--- src/rtl/wb_shared_bus_pkg.sv ---
// Shared definitions for the Wishbone shared-bus interconnect: arbiter state
// encoding and the round-robin requester search.
package wb_shared_bus_pkg;

    localparam logic [0:0] ST_IDLE = 1'b0;
    localparam logic [0:0] ST_BUSY = 1'b1;

    localparam int MAX_NM = 8;

    // First requester at or after ptr, searching upward and wrapping at nm.
    function automatic logic [2:0] rr_pick(input logic [7:0] req, input logic [2:0] ptr, input int nm);
        logic [2:0] pick;
        logic [2:0] idx;
        logic       found;
        pick  = ptr;
        found = 1'b0;
        for (int i = 0; i < MAX_NM; i++) begin
            idx = 3'((int'(ptr) + i) % nm);
            if (!found && (i < nm) && req[idx]) begin
                pick  = idx;
                found = 1'b1;
            end
        end
        return pick;
    endfunction

endpackage

--- src/rtl/wb_rr_arbiter.sv ---
// Round-robin bus arbiter: holds the IDLE/BUSY state, the one-hot grant and
// the rotating priority pointer. A grant lasts until the owner drops cyc.
module wb_rr_arbiter
    import wb_shared_bus_pkg::*;
#(
    parameter int NM = 2
) (
    input  logic          clk,
    input  logic          rst_n,
    input  logic [NM-1:0] req,
    output logic [NM-1:0] grant,
    output logic          busy
);

    logic [0:0] state;
    logic [2:0] rr_ptr;
    logic [2:0] gidx;
    logic [2:0] winner;
    logic [7:0] req_ext;

    always_comb begin
        req_ext         = '0;
        req_ext[NM-1:0] = req;
    end

    assign winner = rr_pick(req_ext, rr_ptr, NM);
    assign busy   = (state == ST_BUSY);

    always_ff @(posedge clk or negedge rst_n) begin
        if (!rst_n) begin
            state  <= ST_IDLE;
            grant  <= '0;
            gidx   <= '0;
            rr_ptr <= '0;
        end else begin
            case (state)
                ST_IDLE: begin
                    if (|req) begin
                        state <= ST_BUSY;
                        grant <= NM'(1'b1) << winner;
                        gidx  <= winner;
                    end
                end
                default: begin
                    // Release only when the owner ends its cycle; no preemption.
                    if (!req_ext[gidx]) begin
                        state  <= ST_IDLE;
                        grant  <= '0;
                        rr_ptr <= (gidx == 3'(NM - 1)) ? 3'd0 : gidx + 3'd1;
                    end
                end
            endcase
        end
    end

endmodule

--- src/rtl/wb_shared_bus.sv ---
// Wishbone shared bus: NM masters arbitrated onto NS slaves by high-bit
// address decode. Optional stall timeout under WB_SHARED_BUS_TIMEOUT_EN.
module wb_shared_bus
    import wb_shared_bus_pkg::*;
#(
    parameter int NM     = 2,
    parameter int NS     = 2,
    parameter int MSK    = 24,
    parameter int AW     = 32,
    parameter int DW     = 32,
    parameter int SW     = DW >> 3,
    parameter int TO_CYC = 255
) (
    input  logic             clk,
    input  logic             rst_n,
    input  logic [AW*NM-1:0] s_wb_adr,
    input  logic [SW*NM-1:0] s_wb_sel,
    input  logic [NM-1:0]    s_wb_we,
    input  logic [DW*NM-1:0] s_wb_dat_i,
    output logic [DW*NM-1:0] s_wb_dat_o,
    input  logic [NM-1:0]    s_wb_cyc,
    input  logic [NM-1:0]    s_wb_stb,
    output logic [NM-1:0]    s_wb_ack,
    output logic [NM-1:0]    s_wb_err,
    output logic [AW*NS-1:0] m_wb_adr,
    output logic [SW*NS-1:0] m_wb_sel,
    output logic [NS-1:0]    m_wb_we,
    output logic [DW*NS-1:0] m_wb_dat_o,
    input  logic [DW*NS-1:0] m_wb_dat_i,
    output logic [NS-1:0]    m_wb_cyc,
    output logic [NS-1:0]    m_wb_stb,
    input  logic [NS-1:0]    m_wb_ack,
    input  logic [NS-1:0]    m_wb_err,
    output logic [NM-1:0]    grant
);

    localparam int SLW = AW - MSK;

    logic          busy;
    logic [AW-1:0] adr_g;
    logic [SW-1:0] sel_g;
    logic [DW-1:0] dat_g;
    logic          we_g;
    logic          cyc_g;
    logic          stb_g;
    logic [SLW-1:0] slv;
    logic          mapped;
    logic [NS-1:0] en;
    logic [DW-1:0] dat_sel;
    logic          ack_sel;
    logic          err_sel;
    logic          ack_g;
    logic          err_g;
    logic          decode_err;
    logic          to_pulse;

    wb_rr_arbiter #(.NM(NM)) u_arb (
        .clk   (clk),
        .rst_n (rst_n),
        .req   (s_wb_cyc),
        .grant (grant),
        .busy  (busy)
    );

    // Grant is one-hot (or zero in IDLE), so an OR-style mux picks the owner.
    always_comb begin
        adr_g = '0;
        sel_g = '0;
        dat_g = '0;
        we_g  = 1'b0;
        cyc_g = 1'b0;
        stb_g = 1'b0;
        for (int k = 0; k < NM; k++) begin
            if (grant[k]) begin
                adr_g = s_wb_adr[k*AW +: AW];
                sel_g = s_wb_sel[k*SW +: SW];
                dat_g = s_wb_dat_i[k*DW +: DW];
                we_g  = s_wb_we[k];
                cyc_g = busy & s_wb_cyc[k];
                stb_g = busy & s_wb_stb[k];
            end
        end
    end

    assign slv    = adr_g[AW-1:MSK];
    assign mapped = ({1'b0, slv} < (SLW + 1)'(NS));

    always_comb begin
        en      = '0;
        dat_sel = '0;
        ack_sel = 1'b0;
        err_sel = 1'b0;
        for (int j = 0; j < NS; j++) begin
            if (mapped && (slv == SLW'(j))) begin
                en[j]   = cyc_g;
                dat_sel = m_wb_dat_i[j*DW +: DW];
                ack_sel = m_wb_ack[j];
                err_sel = m_wb_err[j];
            end
        end
    end

    assign m_wb_adr   = {NS{adr_g}};
    assign m_wb_sel   = {NS{sel_g}};
    assign m_wb_dat_o = {NS{dat_g}};
    assign m_wb_cyc   = en;
    assign m_wb_stb   = en & {NS{stb_g}};
    assign m_wb_we    = en & {NS{we_g}};

    // Unmapped strobes are answered here so the master never waits on nobody.
    assign decode_err = cyc_g & stb_g & ~mapped;
    assign ack_g      = cyc_g & ack_sel;
    assign err_g      = cyc_g & (err_sel | decode_err | to_pulse);

    assign s_wb_ack   = grant & {NM{ack_g}};
    assign s_wb_err   = grant & {NM{err_g}};
    assign s_wb_dat_o = {NM{dat_sel}};

`ifdef WB_SHARED_BUS_TIMEOUT_EN
    logic [15:0] to_cnt;

    assign to_pulse = busy & (to_cnt == 16'(TO_CYC));

    // Counts strobed cycles without a response; any response or owner change restarts it.
    always_ff @(posedge clk or negedge rst_n) begin
        if (!rst_n) begin
            to_cnt <= '0;
        end else if (!busy || ack_g || err_g) begin
            to_cnt <= '0;
        end else if (stb_g) begin
            to_cnt <= to_cnt + 16'd1;
        end
    end
`else
    assign to_pulse = 1'b0;
`endif

endmodule
--- config.mk ---
export PLATFORM = sky130hd
export DESIGN_NAME = wb_shared_bus
export DESIGN_NICKNAME = d
export VERILOG_FILES = /design/src/rtl/wb_shared_bus_pkg.sv /design/src/rtl/wb_rr_arbiter.sv /design/src/rtl/wb_shared_bus.sv
export SDC_FILE = /design/constraint.sdc
export NUM_CORES = 1
export LEC_CHECK = 0
export CORE_AREA = 2 2 166 168
export DETAILED_ROUTE_END_ITERATION = 10
export DIE_AREA = 0 0 168 170
export PLACE_DENSITY = 0.48
export SYNTH_ARGS = -nofsm -noshare
export SYNTH_HDL_FRONTEND = slang
export SYNTH_SLANG_ARGS = --single-unit
--- constraint.sdc ---
create_clock -name clk -period 6.5 [get_ports clk]
set_input_delay 1.3 -clock clk [delete_from_list [all_inputs] [get_ports clk]]
set_output_delay 1.3 -clock clk [all_outputs]
set_load 0.05 [all_outputs]
==> impl_metrics.toml, run 1 <==
[cells_and_area]
n_antenna_cell = 0
nets = 804
layout-drive-gt1-share = 0.130
area_growth_pct = 167

[min_path]
hold_depth = 1
hold_end = "u_arb.gidx[1]$_DFFE_PN0P_"
hp-class = "flop to flop"
holdCritStartpoint = "u_arb.gidx[1]$_DFFE_PN0P_"

[logic_synthesis]
synth_cell_types = 35
synth_nets = 497
synth-edff-count = 0
synth_seq_cells = 7
yosysSeqAreaShare = 0.0779
postSynthCellCount = 285
yosys_warnings = 0
async_flop_share = 1.00
ys.flop_type = "dfrtp_1"
synth_area_per_cell_sq_um = 7.89
synth_area_sq_um = 2250

[die]
die_h_microns = 170
die_w_microns = 168
die-area_sq_um = 28600
ios = 424
placementRows = 60
core_area_sq_um = 26700
start_util = 0.0844

[setup_path]
r2r_end = "u_arb.grant[1]$_DFFE_PN0P_"
cpMaxStageDelayCell = "clkdlybuf4s50_1"
cp_cell_sequence = "clkdlybuf4s50_1, o41ai_1, o21ai_1, nor3_2, mux2_1, a21boi_1, clkdlybuf4s50_1"
r2r-start = "u_arb.grant[1]$_DFFE_PN0P_"
r2r_cells = 3
crit_fanout = 5
path_common_cell = "clkdlybuf4s50_1"
slowest_delay_ns = 0.83
crit_arrival_ns = 4.19
criticalPathCategory = "input pin to primary output"
reg2reg_slack_ns = 4.80
crit_path_end_kind = "primary output"
cp.required_ns = 5.20
worstSetupStartpointType = "input pin"

[sta]
fmax_mhz = 182
setup_tns_ns = 0
slew-limit-headroom = 0.451
rsz0062_at_grt = "false"
finalSetupViolCount = 0
worst_slew_pin_slew_ns = 0.823
fin_hold_ws_ns = 0.487
min_period_ns = 5.49
fin_crit_sh = 0.844
fin_skew_ns = 0.00101
drv_slew = 0
hold_viol = 0

[clock_network]
cts_tree = "built"
root_buffer = "clkbuf_16"
clk_latency_ns = 0.23
clk_pin_slew_worst_paths_ns = 0.03
h-tree-depth = 1
clockBufferDepth = 2
postCtsSetupRepairBufs = 0
cts_resized = 0
clock-sinks = 7
cts_made_buffers = 3
postCtsHoldBufs = 0

[power_and_ir_drop]
p_leak_nw = 2.31
total_power_w = 0.00393
power_density_nw_per_um2 = 655
peakVddDrop_uv = 269

[placed_design]
io_buffers = 423
gp_congestion = 0.780
dp_hpwl_microns = 13700

[drt]
firstDrtPassIters = 4
vias = 3308
ant_nets = 0
wl_microns = 15700
drcViolationCount = 0
drt-initial-drc-count = 108
via_per_inst = 3.55
routedWlPerCell_microns = 16.9

[grt]
antenna_found_initial = 0
grt_pass1_vias = 3309
grt_pass1_wl_microns = 21200
overflow = 0
grt_usage = 0.0966
grt_max_degree = 51

[run_status]
status = "finished clean"

[flow_run]
maxCapViolCount = 0
through the flow:
step	cell area, sq um	setup slack (ns)	cells	utilization
6_report	6000	1.01	932	0.225
5_1_grt	6000	0.747	932	0.225
4_1_cts	6000	0.905	932	0.225
3_5_place_dp	5920	0.906	928	0.222
3_3_place_gp	5920	0.988	928	0.222
2_1_floorplan	2250	1.63	285	-
cell usage in the layout (no fill, tap or decap), types with 3 or more instances in the layout:
master,count
a22o_1,99
clkdlybuf4s50_1,359
nor2_1,8
o21ai_1,5
buf_4,68
clkbuf_16,3
nand2_1,5
dfrtp_1,6
o21a_1,3
nand3_1,3
logic make-up (layout without fill, tap and decap cells):
family                 count (synthesis)  after routing  share of synthesized area
buffers and inverters                126            432                      0.387
AO/OA/AOI/OAI                        118            118                      0.441
AND/OR/NAND/NOR                       31             31                     0.0801
flip-flops                             7              7                     0.0779
multiplexers                           3              3                     0.0139
worst max-delay path: cells and delay by family:
family / cells / cell delay, ns
muxes: 1 / 0.38
AOI/OAI and AO/OA: 3 / 0.80
buffers and inverters: 2 / 1.30
and+or+nand+nor: 1 / 0.39
routing by layer:
layer / track usage / routed length, microns / vias up
met1: 0.128 / 6790 / 1544
met3: 0.0160 / 961 / 4
met2: 0.172 / 7930 / 174
met5: 0 / 0 / -
met4: 0.00491 / 58 / 0
li1: - / - / 1586
report_power, final:
| part | leakage, nW | internal (W) | total, W | switching [W] |
|---|---|---|---|---|
| Sequential | 0.0869 | 0.0000585 | 0.000113 | 0.0000546 |
| Combinational | 2.19 | 0.00115 | 0.00371 | 0.00256 |
| Clock | 0.0382 | 0.0000815 | 0.000104 | 0.0000222 |
how the worst max path moves through the flow:
stage,start,to
floorplan,s_wb_adr[30],s_wb_dat_o[33]
global placement,s_wb_adr[61],s_wb_err[1]
detailed placement,s_wb_adr[61],s_wb_err[0]
CTS,s_wb_adr[61],s_wb_err[0]
global route,s_wb_adr[61],s_wb_err[0]
finish,s_wb_adr[61],s_wb_err[0]
synthesized netlist by cell type (2+ instances only):
cell type | n | area [sq um]
a22o_1 | 99 | 867
dfrtp_1 | 7 | 175
buf_1 | 4 | 15.0
buf_2 | 5 | 25.0
nand2_1 | 5 | 18.8
a21boi_1 | 2 | 15.0
nor2_1 | 8 | 30.0
clkbuf_1 | 12 | 45.0
buf_4 | 102 | 766
nor3_1 | 2 | 10.0
nor2b_1 | 3 | 18.8
o21ai_1 | 5 | 25.0
mux2i_1 | 2 | 20.0
nand2b_1 | 2 | 12.5
a22oi_1 | 2 | 15.0
nand3_1 | 3 | 15.0
o21a_1 | 3 | 22.5
a21oi_1 | 2 | 10.0
flip-flops by register name, indices dropped and copies added, names as in the netlist:
name,count
u_arb.busy,1
u_arb.grant,2
u_arb.rr_ptr,1
u_arb.gidx,3
layout make-up:
cell class                 count  area [sq um]
sequential                     7           176
inverter                       1          3.75
multi-input combinational    152          1210
tap                          341           427
fill                        2896         20600
clock buffer                   4          78.8
timing repair buffer         427          4100
Power figures use the tool's default switching activity.
==> run 2: changes to the inputs <==
Settings changed: CORE_AREA 2 2 166 168 to 2 2 164 166, DIE_AREA 0 0 168 170 to 0 0 166 168, PLACE_DENSITY 0.48 to 0.49.
Clock period 6.5 ns to 5.35 ns, I/O delays scaled along.
==> run 2 against run 1 <==
Die area is 2.4% lower. Core utilization grew 3.4 points. Clock power increased by 21%. Global-route usage is 0.60 points higher. Worst hold slack lost 0.014 ns. Worst setup slack got worse by 0.32 ns. Routed wire length is essentially flat.
==> impl_metrics.toml, run 2 (synthesis gave the netlist of run 1 again) <==
[run_status]
status = "finished clean"

[grt]
overflow = 0
antenna_found_initial = 0
grt_usage = 0.103
grt_max_degree = 69
grt_pass1_wl_microns = 22500
grt_pass1_vias = 3378

[drt]
ant_nets = 0
met3RoutedLength_microns = 863
wl_met2_microns = 7920
topRoutingLayerUsed = "met4"
wl_microns = 15800
firstDrtPassIters = 4
vias = 3369
drt-met1-wl_microns = 6910
routedWlPerCell_microns = 16.9
drcViolationCount = 0
drt-initial-drc-count = 86
via_per_inst = 3.61

[sta]
rsz0062_at_grt = "false"
slew-limit-headroom = 0.482
fin_skew_ns = 0.000319
min_period_ns = 4.66
worst_slew_pin_slew_ns = 0.777
setup_tns_ns = 0
fmax_mhz = 215
finalSetupViolCount = 0
hold_viol = 0
drv_slew = 0
fin_crit_sh = 0.871

[clock_network]
clk_latency_ns = 0.23
cts_made_buffers = 3
postCtsSetupRepairBufs = 0
postCtsHoldBufs = 0
cts_tree = "built"
clock-sinks = 7
h-tree-depth = 1
root_buffer = "clkbuf_16"
cts_resized = 0
clockBufferDepth = 2
clk_pin_slew_worst_paths_ns = 0.04

[cells_and_area]
layout_common_cells = "clkdlybuf4s50_1, a22o_1, buf_12, buf_4, nor2_1"
largestRegisters = "u_arb.gidx (3), u_arb.grant (2)"
n_antenna_cell = 0
layout-drive-gt1-share = 0.146
fin_cells = 932
nFillCells = 2802
final_common_cell = "clkdlybuf4s50_1"
nets = 804
largest_reg_flops = 3
largest-register = "u_arb.gidx"
area_growth_pct = 204

[setup_path]
cp.required_ns = 4.28
reg2reg_slack_ns = 3.67
crit_path_end_kind = "primary output"
crit_fanout = 5
worstSetupStartpointType = "input pin"
crit_arrival_ns = 3.59
criticalPathCategory = "input pin to primary output"

[power_and_ir_drop]
p_clk_frac = 0.023
peakVddDrop_uv = 365
switching_power_w = 0.00334
internal_power_w = 0.00211
pwr-share-seq = 0.025
p_leak_nw = 2.55
p_comb_frac = 0.952
swShare = 0.613
power_density_nw_per_um2 = 798

[die]
core_area_sq_um = 26400
start_util = 0.0854
placementRows = 60
die_w_microns = 166
die_h_microns = 168
die-area_sq_um = 27900
ios = 424

[placed_design]
dp_hpwl_microns = 13600
io_buffers = 423
gp_congestion = 0.746
dp.cells = 928

[flow_run]
maxCapViolCount = 0

[min_path]
hp-class = "flop to flop"
==> run 2: routing by layer <==
layer,up-vias,track usage
li1,1586,-
met1,1605,0.139
met2,172,0.180
met3,6,0.0148
met4,0,0.00643
met5,-,0
==> run 2: metrics by stage <==
stage | cell area, sq um | power, W | util | setup slack [ns] | hold slack [ns]
global route | 6830 | 0.00561 | 0.259 | 0.502 | 0.524
global placement | 6750 | 0.00537 | 0.256 | 0.698 | 0.466
CTS | 6830 | 0.00550 | 0.259 | 0.628 | 0.478
detailed placement | 6750 | 0.00536 | 0.256 | 0.629 | 0.471
floorplan | 2250 | 0.00356 | - | 0.939 | 0.450
finish | 6830 | 0.00545 | 0.259 | 0.690 | 0.473
==> run 2: power groups by stage <==
stage | clock, W | sequential (W) | combinational, W
floorplan | 0 | 0.000108 | 0.00346
global placement | 0 | 0.000139 | 0.00523
detailed placement | 0 | 0.000139 | 0.00522
CTS | 0.000128 | 0.000139 | 0.00523
global route | 0.000132 | 0.000144 | 0.00534
finish | 0.000126 | 0.000135 | 0.00519
==> run 2: final cells by class <==
cell class / instances / area [sq um] / share of cell area
Inverter: 1 / 3.75 / 0.000550
Timing Repair Buffer: 427 / 4930 / 0.722
Clock buffer: 4 / 78.8 / 0.0115
Tap cell: 341 / 427 / 0.0625
Sequential cell: 7 / 176 / 0.0258
Multi-Input combinational cell: 152 / 1210 / 0.177
==> run 2: final timing paths <==
kind | cells after the start | end | startpoint
min | 2 | u_arb.rr_ptr[0]$_DFFE_PN0P_ | u_arb.rr_ptr[0]$_DFFE_PN0P_
max in group asynchronous | 1 | u_arb.grant[1]$_DFFE_PN0P_ | rst_n
max | 6 | s_wb_ack[0] | s_wb_adr[61]
min reg2reg | 2 | u_arb.rr_ptr[0]$_DFFE_PN0P_ | u_arb.rr_ptr[0]$_DFFE_PN0P_
max reg2reg | 3 | u_arb.grant[1]$_DFFE_PN0P_ | u_arb.grant[1]$_DFFE_PN0P_
min in group asynchronous | 1 | u_arb.gidx[1]$_DFFE_PN0P_ | rst_n
==> run 2: critical path: stages <==
cell and delay [ns]:
clkdlybuf4s50_1 0.42, o41ai_1 0.36, o21ai_1 0.27, nor3_2 0.38, and4b_1 0.26, clkdlybuf4s50_1 0.82
